## src/rtl/fnd_pkg.sv

```systemverilog
// -----------------------------------------------------------------------------
// fnd_pkg
// Shared definitions for the FND scan path: conversion state encoding, BCD
// nibble width, display limit, default digit count, the all-off anode pattern
// and the double-dabble add-3 helper.
// -----------------------------------------------------------------------------
package fnd_pkg;

   localparam int          BCD_W          = 4;
   localparam int          MAX_DISPLAY    = 9999;
   localparam int          NUM_DIGITS_DEF = 4;
   localparam logic [3:0]  DIG_SEL_IDLE   = 4'b1111;

   typedef enum logic [1:0] {
      ST_IDLE   = 2'd0,
      ST_CONV   = 2'd1,
      ST_UPDATE = 2'd2
   } conv_state_e;

   // Double-dabble correction: every nibble >= 5 gets +3 so that the
   // following left shift carries correctly into the next decimal digit.
   function automatic logic [15:0] dd_adjust(input logic [15:0] bcd);
      logic [15:0] res;
      res = bcd;
      for (int i = 0; i < 4; i++) begin
         if (bcd[i*BCD_W +: BCD_W] >= 4'd5) begin
            res[i*BCD_W +: BCD_W] = bcd[i*BCD_W +: BCD_W] + 4'd3;
         end else begin
            res[i*BCD_W +: BCD_W] = bcd[i*BCD_W +: BCD_W];
         end
      end
      return res;
   endfunction

endpackage

```

## src/rtl/bin2bcd_serial.sv

```systemverilog
// -----------------------------------------------------------------------------
// bin2bcd_serial
// Sequential binary-to-BCD converter (one shift/add-3 step per clock).
// Values above MAX_DISPLAY are clamped to MAX_DISPLAY and flagged.
// Ports:
//   i_clk, i_rst_n : clock, asynchronous active-low reset
//   i_value        : binary input, captured when i_start is seen in IDLE
//   i_start        : load strobe (ignored while busy)
//   o_busy         : high from the load edge until the result is published
//   o_done         : high for the single UPDATE cycle (o_bcd valid)
//   o_overflow     : clamp flag of the most recently published result
//   o_bcd          : four packed BCD digits, digit 0 in bits [3:0]
// -----------------------------------------------------------------------------
module bin2bcd_serial
   import fnd_pkg::*;
#(
   parameter int VALUE_W = 14
) (
   input  logic               i_clk,
   input  logic               i_rst_n,
   input  logic [VALUE_W-1:0] i_value,
   input  logic               i_start,
   output logic               o_busy,
   output logic               o_done,
   output logic               o_overflow,
   output logic [15:0]        o_bcd
);

   localparam int                STEP_W    = $clog2(VALUE_W);
   localparam logic [STEP_W-1:0] STEP_LAST = STEP_W'(VALUE_W - 1);

   conv_state_e        state_q, state_d;
   logic [VALUE_W-1:0] bin_q, bin_d;
   logic [15:0]        bcd_q, bcd_d;
   logic [STEP_W-1:0]  step_q, step_d;
   logic               ovf_pend_q, ovf_pend_d;
   logic               ovf_q, ovf_d;
   logic               busy_q, busy_d;
   logic               done_q, done_d;
   logic [15:0]        adj_s;

   // Next-state logic for the load / convert / publish sequence.
   always_comb begin
      state_d    = state_q;
      bin_d      = bin_q;
      bcd_d      = bcd_q;
      step_d     = step_q;
      ovf_pend_d = ovf_pend_q;
      ovf_d      = ovf_q;
      adj_s      = dd_adjust(bcd_q);
      case (state_q)
         ST_IDLE: begin
            if (i_start) begin
               if (32'(i_value) > MAX_DISPLAY) begin
                  bin_d      = VALUE_W'(MAX_DISPLAY);
                  ovf_pend_d = 1'b1;
               end else begin
                  bin_d      = i_value;
                  ovf_pend_d = 1'b0;
               end
               bcd_d   = 16'd0;
               step_d  = {STEP_W{1'b0}};
               state_d = ST_CONV;
            end else begin
               state_d = ST_IDLE;
            end
         end
         ST_CONV: begin
            // Shift {adjusted bcd, bin} left by one as a single vector.
            bcd_d = {adj_s[14:0], bin_q[VALUE_W-1]};
            bin_d = {bin_q[VALUE_W-2:0], 1'b0};
            if (step_q == STEP_LAST) begin
               state_d = ST_UPDATE;
            end else begin
               step_d = step_q + STEP_W'(1);
            end
         end
         ST_UPDATE: begin
            ovf_d   = ovf_pend_q;
            state_d = ST_IDLE;
         end
         default: begin
            state_d = ST_IDLE;
         end
      endcase
      // Status flags are registered from the next state so they line up
      // with the state they describe.
      busy_d = (state_d != ST_IDLE);
      done_d = (state_d == ST_UPDATE);
   end

   // State and datapath registers.
   always_ff @(posedge i_clk or negedge i_rst_n) begin
      if (!i_rst_n) begin
         state_q    <= ST_IDLE;
         bin_q      <= {VALUE_W{1'b0}};
         bcd_q      <= 16'd0;
         step_q     <= {STEP_W{1'b0}};
         ovf_pend_q <= 1'b0;
         ovf_q      <= 1'b0;
         busy_q     <= 1'b0;
         done_q     <= 1'b0;
      end else begin
         state_q    <= state_d;
         bin_q      <= bin_d;
         bcd_q      <= bcd_d;
         step_q     <= step_d;
         ovf_pend_q <= ovf_pend_d;
         ovf_q      <= ovf_d;
         busy_q     <= busy_d;
         done_q     <= done_d;
      end
   end

   assign o_busy     = busy_q;
   assign o_done     = done_q;
   assign o_overflow = ovf_q;
   assign o_bcd      = bcd_q;

endmodule

```

## src/rtl/fnd_scan_controller.sv

```systemverilog
// -----------------------------------------------------------------------------
// fnd_scan_controller
// Converts a binary value to BCD and time-multiplexes four 7-segment digits.
// Optional feature macro: FND_LEADING_ZERO_BLANK_EN (leading-zero blanking).
// Ports:
//   i_clk, i_rst_n : clock, asynchronous active-low reset
//   i_value        : binary value to display
//   i_load         : one-cycle load strobe, accepted when not busy
//   o_busy         : conversion in progress
//   o_overflow     : last loaded value exceeded 9999 (shown as 9999)
//   o_bcd          : nibble of the selected digit (to decoder i_value)
//   o_blank        : blank the selected digit (to decoder i_en)
//   o_digit_sel    : active-low one-hot anode select
// -----------------------------------------------------------------------------
module fnd_scan_controller
   import fnd_pkg::*;
#(
   parameter int NUM_DIGITS  = NUM_DIGITS_DEF,
   parameter int VALUE_W     = 14,
   parameter int REFRESH_DIV = 100000
) (
   input  logic                  i_clk,
   input  logic                  i_rst_n,
   input  logic [VALUE_W-1:0]    i_value,
   input  logic                  i_load,
   output logic                  o_busy,
   output logic                  o_overflow,
   output logic [BCD_W-1:0]      o_bcd,
   output logic                  o_blank,
   output logic [NUM_DIGITS-1:0] o_digit_sel
);

   localparam int               CNT_W    = $clog2(REFRESH_DIV);
   localparam logic [CNT_W-1:0] CNT_LAST = CNT_W'(REFRESH_DIV - 1);

   logic                  cnv_done_s;
   logic [15:0]           cnv_bcd_s;
   logic [CNT_W-1:0]      cnt_q, cnt_d;
   logic [1:0]            idx_q, idx_d;
   logic [15:0]           disp_q, disp_d;
   logic                  valid_q, valid_d;
   logic [BCD_W-1:0]      bcd_q, bcd_d;
   logic                  blank_q, blank_d;
   logic [NUM_DIGITS-1:0] sel_q, sel_d;
   logic                  lz_s;

   bin2bcd_serial #(
      .VALUE_W (VALUE_W)
   ) u_bin2bcd (
      .i_clk      (i_clk),
      .i_rst_n    (i_rst_n),
      .i_value    (i_value),
      .i_start    (i_load),
      .o_busy     (o_busy),
      .o_done     (cnv_done_s),
      .o_overflow (o_overflow),
      .o_bcd      (cnv_bcd_s)
   );

   // Scan timing, display register and the registered output mux.
   // The outputs are computed from the next-cycle index and display so a
   // digit change and a display update appear on the very same edge.
   always_comb begin
      if (cnt_q == CNT_LAST) begin
         cnt_d = {CNT_W{1'b0}};
         idx_d = idx_q + 2'd1;
      end else begin
         cnt_d = cnt_q + CNT_W'(1);
         idx_d = idx_q;
      end

      if (cnv_done_s) begin
         disp_d  = cnv_bcd_s;
         valid_d = 1'b1;
      end else begin
         disp_d  = disp_q;
         valid_d = valid_q;
      end

      // lz_s: selected digit and every higher digit are zero (digit 0 exempt).
      case (idx_d)
         2'd0: begin bcd_d = disp_d[3:0];   lz_s = 1'b0;                   end
         2'd1: begin bcd_d = disp_d[7:4];   lz_s = (disp_d[15:4]  == 12'd0); end
         2'd2: begin bcd_d = disp_d[11:8];  lz_s = (disp_d[15:8]  == 8'd0);  end
         2'd3: begin bcd_d = disp_d[15:12]; lz_s = (disp_d[15:12] == 4'd0);  end
         default: begin bcd_d = 4'd0;       lz_s = 1'b0;                   end
      endcase

      if (!valid_d) begin
         blank_d = 1'b1;
      end else begin
`ifdef FND_LEADING_ZERO_BLANK_EN
         blank_d = lz_s;
`else
         blank_d = 1'b0;
`endif
      end

      sel_d = DIG_SEL_IDLE ^ (4'b0001 << idx_d);
   end

   // Scan, display and output registers.
   always_ff @(posedge i_clk or negedge i_rst_n) begin
      if (!i_rst_n) begin
         cnt_q   <= {CNT_W{1'b0}};
         idx_q   <= 2'd0;
         disp_q  <= 16'd0;
         valid_q <= 1'b0;
         bcd_q   <= 4'd0;
         blank_q <= 1'b1;
         sel_q   <= 4'b1110;
      end else begin
         cnt_q   <= cnt_d;
         idx_q   <= idx_d;
         disp_q  <= disp_d;
         valid_q <= valid_d;
         bcd_q   <= bcd_d;
         blank_q <= blank_d;
         sel_q   <= sel_d;
      end
   end

   assign o_bcd       = bcd_q;
   assign o_blank     = blank_q;
   assign o_digit_sel = sel_q;

endmodule
```

## config.mk

```make
export PLATFORM = sky130hd
export DESIGN_NAME = fnd_scan_controller
export DESIGN_NICKNAME = d
export VERILOG_FILES = /design/src/rtl/fnd_pkg.sv /design/src/rtl/bin2bcd_serial.sv /design/src/rtl/fnd_scan_controller.sv
export SDC_FILE = /design/constraint.sdc
export NUM_CORES = 1
export LEC_CHECK = 0
export CAP_MARGIN = 0
export CORE_MARGIN = 8
export CORE_UTILIZATION = 45
export CTS_CLUSTER_DIAMETER = 40
export CTS_CLUSTER_SIZE = 20
export DETAILED_ROUTE_END_ITERATION = 10
export PLACE_DENSITY_LB_ADDON = 0.2
export SLEW_MARGIN = 25
export SYNTH_ARGS = -nofsm -noshare
export SYNTH_HDL_FRONTEND = slang
export SYNTH_SLANG_ARGS = --single-unit
```

## constraint.sdc

```tcl
create_clock -name i_clk -period 4 [get_ports i_clk]
set_input_delay 0.8 -clock i_clk [delete_from_list [all_inputs] [get_ports i_clk]]
set_output_delay 0.8 -clock i_clk [all_outputs]
set_load 0.05 [all_outputs]
```

==> impl_metrics.csv <==
group,metric,value,unit
critical_path,cp_slowest_cell,"clkdlybuf4s50_1",
route,routed_via_density,5.46,
route,first_iter_violations,123,
final_layout,regArea,2130,µm²
die,fp.dieW,111,µm
final_layout,syn_to_final_growth,14.5,%
yosys,yosys-top-cells-area,"dfrtp_1 (50%), mux2i_1 (5.9%), ha_1 (3.4%), xnor2_1 (3.2%), mux2_2 (3.0%)",
clocking,clock_latency,350,ps
place,io_buffers,27,
critical_path,crit_required,3200,ps
worst_hold_path,worstHoldPathType,"in -> async",
timing,rsz0062_at_grt,"no",
yosys,postSynth.asyncResetShare,100,%
critical_path,crit_family,"buffers and inverters",
final_layout,finalCoreUtilization,53.4,%
die,ioPinCount,28,
critical_path,end_kind,"output port",
route,drt-pass1-iter-count,5,
critical_path,worstPathArrival,1660,ps
yosys,synth_top_family_by_area,"simple AND/OR/NAND/NOR gates",
critical_path,crit_chain,"clkdlybuf4s50_1",
yosys,ys_seq_area_share,52.2,%
timing,worstMarginPinSlew,870,ps
yosys,synth_top_flop_cell,"dfrtp_1",
yosys,synth_edf_count,0,
grt,grt_overflow,0,
grt,grt_pass1_vias,2769,
die,dieArea,12400,µm²
clocking,ctsResizeCount,0,
clocking,path_clk_slew,90,ps
final_layout,fin_nets,419,
yosys,synth_top_area_share,49.6,%
yosys,synthMuxAreaShare,8.91,%
yosys,yosys_warnings,0,
yosys,syn_area,4090,µm²
timing,skew,8.05,ps
clocking,cts_buffer_depth,2,
route,ant_nets,0,
die,die_h,111,µm
die,num_rows,34,
grt,antenna_found_initial,0,
grt,grt_pass1_wl,13.3,mm
critical_path,cp_max_fo,1,
route,vias,2752,
yosys,synthAdderAreaFrac,3.37,%
place,dp_hpwl,5.06,mm
critical_path,start_kind,"flip-flop",
yosys,synth_largest_area_cell,"dfrtp_1",
power_and_ir_drop,power.density,668,nW/µm²
yosys,syn_inst,366,
final_layout,fillers,764,
grt,grt_usage,12.7,%
timing,period_share,61.6,%
final_layout,multi_input_area,1760,µm²
yosys,synthSimpleGateAreaFrac,15.2,%
critical_path,path_depth,1,
power_and_ir_drop,peakVddDrop,0.297,mV
clocking,h-tree-depth,3,
timing,fmax,0.406,GHz
critical_path,rr_worst_depth,5,
outcome,status,"finished, final reports clean",
route,drcViolationCount,0,
yosys,synth_area_per_cell,11.2,µm²
clocking,cts_hold_buffers,0,
job,maxCapViolCount,0,
timing,max_slew_margin,42.0,%
die,core_area,8760,µm²
place,gp_congestion,0.739,
yosys,synth_compound_area_share,10.8,%
timing,post-route-min-period,2460,ps
final_layout,drive_above_1_share,10.9,%
timing,setup_tns,0,ps
clocking,cts_setup_buffers,0,
yosys,synth.distinct_cells,49,
yosys,synth_nets,394,
die,start_util,46.6,%
yosys,synth_xor_area_share,4.71,%
critical_path,crit_buf_inv,1,
timing,finalSetupViolCount,0,
clocking,tritoncts,"built",
power_and_ir_drop,p_leak,2.14,nW
clocking,cts_inserted_buffers,9,
clocking,cts_root_buffer,"clkbuf_8",
timing,slew_viol_final,0,
critical_path,criticalPathCategory,"reg -> out",
route,wire_per_inst,14.8,µm
clocking,cts_sinks,85,
route,routed_wl,7.48,mm
yosys,ys_ff_latch,85,
timing,finalHoldViolations,0,
critical_path,slowest_delay,790,ps
final_layout,num_antenna_cells,0,
grt,grt_max_degree,49,
## sequential cells by signal (all words and copies together), names as in the netlist
| register | count |
|---|---|
| u_bin2bcd.o_done | 1 |
| u_bin2bcd.step_q | 4 |
| u_bin2bcd.o_busy | 1 |
| o_blank | 1 |
| u_bin2bcd.o_overflow | 1 |
| o_bcd | 4 |
| u_bin2bcd.o_bcd | 16 |
| idx_q | 2 |
| u_bin2bcd.ovf_pend_q | 1 |
| valid_q | 1 |
| disp_q | 16 |
| u_bin2bcd.bin_q | 14 |
| u_bin2bcd.state_q | 2 |
| o_digit_sel | 4 |
| cnt_q | 17 |
## cell usage in the layout (no fill, tap or decap), types with 2 or more instances in the layout
master / count
a21o_1: 4
a21oi_1: 16
a222oi_1: 2
a22o_1: 6
a32o_1: 4
and4_1: 3
buf_4: 3
bufinv_16: 3
clkbuf_1: 2
clkbuf_8: 9
clkdlybuf4s50_1: 26
clkinv_2: 2
dfrtp_1: 81
dfstp_2: 4
ha_1: 11
inv_1: 31
mux2_2: 11
mux2i_1: 24
nand2_1: 26
nand2b_1: 7
nand3_1: 16
nand3b_1: 4
nand4_1: 4
nor2_1: 14
nor2b_1: 2
nor3_1: 3
nor4_1: 2
nor4b_4: 2
nor4bb_2: 3
o21ai_0: 11
o22ai_1: 12
o31ai_1: 4
o32ai_1: 3
or3_1: 2
xnor2_1: 15
xor2_1: 7
## final cells by class
type	instances	share of cell area (%)
clock buffers	11	2.81
flip-flops and latches	85	45.6
well taps	108	2.89
repair buffers	30	6.47
clock inverters	5	2.14
multi-input cells	234	37.6
inverters	31	2.49
## report_power, final
group          switching (mW)  internal [mW]  total [mW]
Combinational           0.600          0.490        1.09
Clock                   0.307          0.414       0.720
Sequential              0.179           1.14        1.32
## synth_stat cells, types with 2 or more instances
cell type	count
a32o_1	4
nand3_1	16
nand2b_1	7
nor2_1	14
o21ai_0	11
nand3b_1	4
and4_1	3
dfstp_2	4
a21oi_1	16
o31ai_1	4
clkbuf_1	9
mux2i_1	24
xor2_1	7
ha_1	11
or3_1	2
a222oi_1	2
a22o_1	6
nor3_1	3
nor2b_1	3
nor4bb_2	3
buf_2	4
nor4_1	2
nand2_1	26
dfrtp_1	81
a21o_1	4
o32ai_1	3
o22ai_1	12
nand4_1	4
nor4b_4	2
mux2_2	11
buf_4	2
inv_1	31
xnor2_1	15
## stage by stage
| stage | std cells | worst slack (ps) | cell area (µm²) | total power, mW | hold WS (ps) |
|---|---|---|---|---|---|
| CTS | 504 | 1510 | 4680 | 3.16 | 455 |
| global route | 504 | 1480 | 4680 | 3.35 | 481 |
| global placement | 487 | 1330 | 4430 | 2.40 | 439 |
| floorplan | 366 | 2190 | 4090 | 2.13 | 423 |
| finish | 504 | 1540 | 4680 | 3.13 | 441 |
| detailed placement | 488 | 1330 | 4450 | 2.43 | 438 |
## kinds of logic after synthesis
| logic type | count (synthesis) |
|---|---|
| fa+ha+maj | 11 |
| simple gates | 100 |
| mux | 35 |
| flops | 85 |
| buf+inv | 47 |
| compound gates | 66 |
| xor+xnor | 22 |
## final timing paths
kind,end,start,slack [ps]
hold / removal,cnt_q[16],i_rst_n,440
setup / recovery,o_digit_sel[3],o_digit_sel[3],1540
max in group asynchronous,u_bin2bcd.o_bcd[13],i_rst_n,2930
hold reg to reg,o_blank,valid_q,460
min in group i_clk,o_blank,valid_q,460
setup reg to reg,o_bcd[3],cnt_q[0],1980
## routing by layer
layer	GRT usage, %	share of wire [%]	vias to the layer above	routed length (µm)
li1	-	-	1336	-
met1	16.9	49	1357	3660
met2	19.0	46	47	3420
met3	3.03	3.5	12	263
met4	5.87	1.8	0	138
met5	0	0	-	0
Note: power is estimated with default switching activity, not from simulation.
